==> config.mk <==
export PLATFORM = sky130hd
export DESIGN_NAME = sequenciador_linha
export DESIGN_NICKNAME = d
export VERILOG_FILES = /design/src/rtl/sequenciador_linha_pkg.sv /design/src/rtl/sequenciador_linha_temporizador_ciclos.sv /design/src/rtl/sequenciador_linha.sv
export SDC_FILE = /design/constraint.sdc
export NUM_CORES = 1
export LEC_CHECK = 0
export CORE_MARGIN = 1
export CORE_UTILIZATION = 30
export DETAILED_ROUTE_END_ITERATION = 6
export GPL_TIMING_DRIVEN = 0
export PLACE_DENSITY_LB_ADDON = 0.05
export SLEW_MARGIN = 20
export SYNTH_ARGS = -nofsm -noshare
export SYNTH_HDL_FRONTEND = slang
export SYNTH_SLANG_ARGS = --single-unit
export TNS_END_PERCENT = 50
==> constraint.sdc <==
create_clock -name clk -period 3.03 [get_ports clk]
set_clock_uncertainty 0.1 [all_clocks]
set_input_delay 0.7575 -clock clk [delete_from_list [all_inputs] [get_ports clk]]
set_output_delay 0.7575 -clock clk [all_outputs]
set_load 0.01 [all_outputs]
==> src/rtl/sequenciador_linha_pkg.sv <==
// Shared definitions for the bottling-line sequencer: state codes (also
// decoded on the debug LEDs), the dozen constant and the 50 MHz cycle counts.
package sequenciador_linha_pkg;

   typedef enum logic [3:0] {
      S_IDLE       = 4'd0,
      S_MOVE_ENCH  = 4'd1,
      S_ENCHER     = 4'd2,
      S_MOVE_VED   = 4'd3,
      S_VEDAR      = 4'd4,
      S_MOVE_CQ    = 4'd5,
      S_INSPEC     = 4'd6,
      S_MOVE_SAIDA = 4'd7,
      S_FIM_LOTE   = 4'd8,
      S_FALHA      = 4'd9
   } estado_t;

   localparam int DUZIA                 = 12;
   localparam int CICLOS_MOVE_PADRAO    = 50_000_000;   // 1 s at 50 MHz
   localparam int CICLOS_TIMEOUT_PADRAO = 500_000_000;  // 10 s at 50 MHz
   localparam int TMR_W                 = 32;

   // Conveyor moves that end at a station; leaving one starts a timeout window.
   function automatic logic move_para_estacao(input estado_t e);
      return (e == S_MOVE_ENCH) || (e == S_MOVE_VED) || (e == S_MOVE_CQ);
   endfunction

   // Any conveyor move, including the exit move.
   function automatic logic eh_movimento(input estado_t e);
      return move_para_estacao(e) || (e == S_MOVE_SAIDA);
   endfunction

endpackage

==> src/rtl/sequenciador_linha_temporizador_ciclos.sv <==
// Loadable down-counter shared by the conveyor move timer and the station
// timeout. Load has priority over clear; enable low freezes the count.
// done_o is high while the count sits at zero.
module sequenciador_linha_temporizador_ciclos #(
   parameter int W = 32
) (
   input  logic         clk,
   input  logic         reset,
   input  logic         clear_i,
   input  logic         load_i,
   input  logic [W-1:0] load_val_i,
   input  logic         en_i,
   output logic         done_o
);

   localparam logic [W-1:0] UM = W'(1);

   logic [W-1:0] cnt_q;
   logic [W-1:0] cnt_d;

   // Next count: load, clear, or decrement while enabled and not yet at zero.
   always_comb begin
      cnt_d = cnt_q;
      if (load_i) begin
         cnt_d = load_val_i;
      end else if (clear_i) begin
         cnt_d = '0;
      end else if (en_i && (cnt_q != '0)) begin
         cnt_d = cnt_q - UM;
      end
   end

   // Count register.
   always_ff @(posedge clk) begin
      if (reset) begin
         cnt_q <= '0;
      end else begin
         cnt_q <= cnt_d;
      end
   end

   assign done_o = (cnt_q == '0);

endmodule

==> src/rtl/sequenciador_linha.sv <==
// Master sequencer for the wine bottling line: moves each bottle through
// fill, seal and quality control, counts approved bottles against the batch
// target and declares a sticky fault if a station stalls.
// Optional build macro CONTAGEM_REJEITO_EN adds a rejected-bottle counter
// and a fault after MAX_REJ_SEGUIDAS consecutive rejections.
module sequenciador_linha
   import sequenciador_linha_pkg::*;
#(
   parameter int MOVE_CYCLES    = CICLOS_MOVE_PADRAO,
   parameter int TIMEOUT_CYCLES = CICLOS_TIMEOUT_PADRAO,
`ifdef CONTAGEM_REJEITO_EN
   parameter int MAX_REJ_SEGUIDAS = 3,
`endif
   parameter int LOTE_DUZIAS    = 1
) (
   input  logic       clk,
   input  logic       reset,
   input  logic       iniciar,
   input  logic       parar,
   input  logic       enchimento_concluido,
   input  logic       vedacao_concluida,
   input  logic       cq_concluida,
   input  logic       garrafa_aprovada,
   input  logic       alarme_rolha,
   output logic       motor_ativo,
   output logic       cmd_encher,
   output logic       cmd_vedar,
   output logic       cmd_cq,
   output logic       incrementar_garrafa,
   output logic [6:0] garrafas_lote,
   output logic       lote_concluido,
   output logic       falha_timeout,
`ifdef CONTAGEM_REJEITO_EN
   output logic [6:0] rejeitadas,
`endif
   output logic [3:0] estado
);

   // Counter loads are one less than the window: the count runs down to zero inclusive.
   localparam logic [TMR_W-1:0] MOVE_LD    = TMR_W'(MOVE_CYCLES - 1);
   localparam logic [TMR_W-1:0] TIMEOUT_LD = TMR_W'(TIMEOUT_CYCLES - 1);
   localparam logic [6:0]       ALVO       = 7'(LOTE_DUZIAS * DUZIA);

   estado_t    estado_q;
   logic       motor_q;
   logic       cmd_encher_q;
   logic       cmd_vedar_q;
   logic       cmd_cq_q;
   logic       inc_q;
   logic [6:0] garrafas_q;
   logic       lote_q;
   logic       falha_q;
`ifdef CONTAGEM_REJEITO_EN
   localparam logic [7:0] MAX_SEG = 8'(MAX_REJ_SEGUIDAS);
   logic [6:0] rej_q;
   logic [7:0] rej_seg_q;
`endif

   logic             tmr_done;
   logic             tmr_load;
   logic             tmr_clear;
   logic             tmr_en;
   logic [TMR_W-1:0] tmr_val;
   logic             avanca;

   // Timer control: reload on every state exit, freeze while the cork alarm pauses sealing.
   always_comb begin
      avanca = 1'b0;
      case (estado_q)
         S_IDLE, S_FIM_LOTE:                          avanca = iniciar;
         S_MOVE_ENCH, S_MOVE_VED, S_MOVE_CQ, S_MOVE_SAIDA: avanca = tmr_done;
         S_ENCHER:                                    avanca = enchimento_concluido;
         S_VEDAR:                                     avanca = vedacao_concluida;
         S_INSPEC:                                    avanca = cq_concluida;
         default:                                     avanca = 1'b0;
      endcase
      tmr_load  = avanca;
      tmr_val   = move_para_estacao(estado_q) ? TIMEOUT_LD : MOVE_LD;
      tmr_clear = (estado_q == S_IDLE) || (estado_q == S_FIM_LOTE) || (estado_q == S_FALHA);
      tmr_en    = eh_movimento(estado_q) || (estado_q == S_ENCHER) || (estado_q == S_INSPEC)
                  || ((estado_q == S_VEDAR) && !alarme_rolha);
   end

   sequenciador_linha_temporizador_ciclos #(
      .W (TMR_W)
   ) u_temporizador (
      .clk        (clk),
      .reset      (reset),
      .clear_i    (tmr_clear),
      .load_i     (tmr_load),
      .load_val_i (tmr_val),
      .en_i       (tmr_en),
      .done_o     (tmr_done)
   );

   // Sequencer FSM with registered outputs; a done pulse beats a coincident timeout.
   always_ff @(posedge clk) begin
      if (reset) begin
         estado_q     <= S_IDLE;
         motor_q      <= 1'b0;
         cmd_encher_q <= 1'b0;
         cmd_vedar_q  <= 1'b0;
         cmd_cq_q     <= 1'b0;
         inc_q        <= 1'b0;
         garrafas_q   <= '0;
         lote_q       <= 1'b0;
         falha_q      <= 1'b0;
`ifdef CONTAGEM_REJEITO_EN
         rej_q        <= '0;
         rej_seg_q    <= '0;
`endif
      end else begin
         inc_q <= 1'b0;
         case (estado_q)
            S_IDLE: begin
               if (iniciar) begin
                  estado_q <= S_MOVE_ENCH;
                  motor_q  <= 1'b1;
               end
            end
            S_MOVE_ENCH: begin
               if (tmr_done) begin
                  estado_q     <= S_ENCHER;
                  motor_q      <= 1'b0;
                  cmd_encher_q <= 1'b1;
               end
            end
            S_ENCHER: begin
               if (enchimento_concluido) begin
                  estado_q     <= S_MOVE_VED;
                  cmd_encher_q <= 1'b0;
                  motor_q      <= 1'b1;
               end else if (tmr_done) begin
                  estado_q     <= S_FALHA;
                  cmd_encher_q <= 1'b0;
                  falha_q      <= 1'b1;
               end
            end
            S_MOVE_VED: begin
               if (tmr_done) begin
                  estado_q    <= S_VEDAR;
                  motor_q     <= 1'b0;
                  cmd_vedar_q <= !alarme_rolha;
               end
            end
            S_VEDAR: begin
               if (vedacao_concluida) begin
                  estado_q    <= S_MOVE_CQ;
                  cmd_vedar_q <= 1'b0;
                  motor_q     <= 1'b1;
               end else if (tmr_done && !alarme_rolha) begin
                  estado_q    <= S_FALHA;
                  cmd_vedar_q <= 1'b0;
                  falha_q     <= 1'b1;
               end else begin
                  cmd_vedar_q <= !alarme_rolha;
               end
            end
            S_MOVE_CQ: begin
               if (tmr_done) begin
                  estado_q <= S_INSPEC;
                  motor_q  <= 1'b0;
                  cmd_cq_q <= 1'b1;
               end
            end
            S_INSPEC: begin
               if (cq_concluida) begin
                  cmd_cq_q <= 1'b0;
                  if (garrafa_aprovada) begin
                     inc_q      <= 1'b1;
                     garrafas_q <= garrafas_q + 7'd1;
                     estado_q   <= S_MOVE_SAIDA;
                     motor_q    <= 1'b1;
`ifdef CONTAGEM_REJEITO_EN
                     rej_seg_q  <= '0;
`endif
                  end else begin
`ifdef CONTAGEM_REJEITO_EN
                     if (rej_q != 7'd99) begin
                        rej_q <= rej_q + 7'd1;
                     end
                     if ((rej_seg_q + 8'd1) >= MAX_SEG) begin
                        estado_q <= S_FALHA;
                        falha_q  <= 1'b1;
                     end else begin
                        rej_seg_q <= rej_seg_q + 8'd1;
                        estado_q  <= S_MOVE_SAIDA;
                        motor_q   <= 1'b1;
                     end
`else
                     estado_q <= S_MOVE_SAIDA;
                     motor_q  <= 1'b1;
`endif
                  end
               end else if (tmr_done) begin
                  estado_q <= S_FALHA;
                  cmd_cq_q <= 1'b0;
                  falha_q  <= 1'b1;
               end
            end
            S_MOVE_SAIDA: begin
               if (tmr_done) begin
                  if (garrafas_q == ALVO) begin
                     estado_q <= S_FIM_LOTE;
                     motor_q  <= 1'b0;
                     lote_q   <= 1'b1;
                  end else if (parar) begin
                     estado_q <= S_IDLE;
                     motor_q  <= 1'b0;
                  end else begin
                     estado_q <= S_MOVE_ENCH;
                  end
               end
            end
            S_FIM_LOTE: begin
               if (iniciar) begin
                  estado_q   <= S_MOVE_ENCH;
                  motor_q    <= 1'b1;
                  garrafas_q <= '0;
                  lote_q     <= 1'b0;
`ifdef CONTAGEM_REJEITO_EN
                  rej_q      <= '0;
`endif
               end
            end
            S_FALHA: begin
               motor_q      <= 1'b0;
               cmd_encher_q <= 1'b0;
               cmd_vedar_q  <= 1'b0;
               cmd_cq_q     <= 1'b0;
               falha_q      <= 1'b1;
            end
            default: begin
               estado_q <= S_IDLE;
            end
         endcase
      end
   end

   assign motor_ativo         = motor_q;
   assign cmd_encher          = cmd_encher_q;
   assign cmd_vedar           = cmd_vedar_q;
   assign cmd_cq              = cmd_cq_q;
   assign incrementar_garrafa = inc_q;
   assign garrafas_lote       = garrafas_q;
   assign lote_concluido      = lote_q;
   assign falha_timeout       = falha_q;
   assign estado              = estado_q;
`ifdef CONTAGEM_REJEITO_EN
   assign rejeitadas          = rej_q;
`endif

endmodule

==> results.toml <==
[grt]
grt-ovfl-total = 0
grt_start_max_net_pins = 16
track_usage = 0.219
met2_usage = 0.369
met1_usage = 0.282
global_route.usage.met3 = 0.0322
antenna_found_initial = 0
busiest_layer = "met2"
grt_pass1_wl_mm = 18.9
grt_pass1_vias = 3428

[yosys]
ys_ff_latch = 50
yosysSeqAreaShare = 0.304
syn_nets = 442
ys_types = 63
synthCells = 429
synth_most_common_cell = "nor2_1"
synth-edff-count = 0
yosysTopAreaCellShare = 0.304
yosys.area.top_type = "dfxtp_1"
synthArstFlopShare = 0
syn-cell-area_sq_um = 3300
synth_warnings = 0
synth_ff_type = "dfxtp_1"
synth_common_cells = "65 x nor2_1, 50 x dfxtp_1, 33 x nand2_1, 27 x a21oi_1, 27 x o21ai_1"
synth.area.top_cells = "dfxtp_1 30%, nor2_1 7.4%, a21oi_1 4.1%"
synth_area_per_cell_sq_um = 7.68

[route]
postRouteWirelength_mm = 11.9
firstDrtPassIters = 5
num_vias = 3467
detail_route.wl_per_cell_microns = 19.9
drt-initial-drc-count = 164
drc = 0
via_per_inst = 5.79
antenna_left = 0

[sta]
timing.fmax_mhz = 345
tightest_slew_ns = 0.960
finalHoldViolations = 0
fin_crit_ns = 2.90
rsz0062_at_grt = "true"
setup-violations-final = 0
drv_slew = 0
whs_ns = 0.362
relSlewSlack = 0.355
fin_crit_sh = 0.956

[final_layout]
stdcell_count = 599
area_growth_pct = 16.4
n_antenna_cell = 0
multi_input_area_sq_um = 2180
layout.nets = 475
n_fill_cell = 1167
largest_reg_flops = 32
top_register = "u_temporizador.cnt_q"
drive_gt1_frac = 0.0972
register_area_sq_um = 1000

[cts]
cts_sinks = 50
clkTransAtPathRegs_ns = 0.10
cts_max_level = 2
cts_buffers = 5
clk_latency_ns = 0.32
cts_buffer_depth = 2
cts_tree = "done"
cts_root_buf = "clkbuf_8"

[power_and_ir_drop]
p_leak_nw = 1.27
pwr_density_cell_nw_per_um2 = 1050
ir_drop_v = 0.000358

[worst_setup_path]
start_kind = "input port"
end_kind = "flop"
criticalPathCategory = "in -> reg"
crit_arrival_ns = 3.03
path_max_fanout = 7
crit_required_ns = 3.17

[floorplan]
rows = 37
coreArea_sq_um = 10500
die_w_microns = 107
die_area_sq_um = 11400
initial_core_util = 0.314
die_height_microns = 107
num_io_pins = 27

[placed_design]
placed_cells = 591
placement.io_buffers = 26
place_hpwl_mm = 8.64
gp_congestion = 0.860

[min_path]
hp-class = "reg -> reg"

[flow_run]
max_cap_violations = 0

[outcome]
status = "complete, no violations"
-- layer usage --
| metal | part of all wire | vias to the layer above |
|---|---|---|
| met4 | 0.027 | 0 |
| met5 | 0 | - |
| met1 | 0.45 | 1665 |
| met2 | 0.47 | 117 |
| met3 | 0.050 | 26 |
| li1 | - | 1659 |
-- through the flow --
| stage | total power [W] | cell area (sq um) | worst slack [ns] | TNS, ns | utilization |
|---|---|---|---|---|---|
| global route | 0.00436 | 3830 | -0.0188 | -0.0188 | 0.365 |
| global placement | 0.00356 | 3730 | -0.527 | -11.14 | 0.355 |
| CTS | 0.00402 | 3830 | 0.0433 | 0 | 0.365 |
| finish | 0.00404 | 3830 | 0.135 | 0 | 0.365 |
| detailed placement | 0.00356 | 3730 | -0.566 | -11.49 | 0.355 |
| floorplan | 0.00280 | 3300 | 0.729 | 0 | - |
-- worst max-delay path, cell delays in order --
cell,delay [ns]
clkdlybuf4s50_1,0.57
mux2i_1,0.12
nor3_2,0.49
nor2_1,0.19
o21ai_1,0.31
nand2b_1,0.37
o22ai_1,0.22
-- cell families after synthesis --
kind of cell / after synthesis / share of synthesized area
and+or+nand+nor: 208 / 0.367
AOI/OAI and AO/OA: 121 / 0.233
DFF: 50 / 0.304
buffers and inverters: 31 / 0.0399
xor gates and xnor gates: 12 / 0.0319
adders and majority gates: 4 / 0.0152
muxes: 3 / 0.00911
-- timing repair --
item | CTS | global route
hold buffers | 0 | 0
endpoints found under the setup margin | 21 | 14
buffers inserted | 0 | 0
resized for setup | 1 | 3
-- placed cells by master, fill, tap and decap left out, types with 3 or more instances in the layout --
master / instances
inv_1: 11
nor2_1: 64
nor3_2: 6
o22ai_1: 6
nor4_1: 10
clkbuf_1: 12
nand3_1: 10
clkdlybuf4s50_1: 26
buf_2: 3
a21oi_1: 27
and3_1: 4
dfxtp_1: 50
or3_1: 6
clkbuf_8: 6
o21ai_1: 27
nand4_1: 7
nand2_1: 33
xor2_1: 10
nor4_2: 4
nor3_1: 23
ha_1: 4
a21o_1: 3
mux2i_1: 3
o21a_1: 6
nor3b_1: 3
nor4_4: 4
a31oi_1: 11
o21ai_0: 10
a211oi_1: 6
nand2b_1: 10
a32o_1: 5
nor2b_1: 4
-- area by class of cell --
| class | count | area share |
|---|---|---|
| timing repair buffer | 26 | 0.0679 |
| sequential | 50 | 0.261 |
| clock inverter | 2 | 0.00326 |
| multi-input combinational | 348 | 0.567 |
| inverter | 11 | 0.0108 |
| clock buffer | 6 | 0.0215 |
| buffer | 20 | 0.0238 |
| tap | 136 | 0.0444 |
-- report_power, final --
group | leakage (nW) | total (W) | switching (W) | internal, W
combinational | 0.815 | 0.00260 | 0.00175 | 0.000844
sequential | 0.407 | 0.00100 | 0.000203 | 0.000800
clock | 0.0472 | 0.000441 | 0.000256 | 0.000185
-- final timing paths --
kind                 start                       end  slack [ns]  cells past startpoint
max           cq_concluida  u_temporizador.cnt_q[10]        0.13                      7
min          falha_timeout             falha_timeout        0.36                      2
max reg2reg      estado[0]  u_temporizador.cnt_q[25]        0.23                      8
min reg2reg  falha_timeout             falha_timeout        0.36                      2
Power figures use the tool's default switching activity.
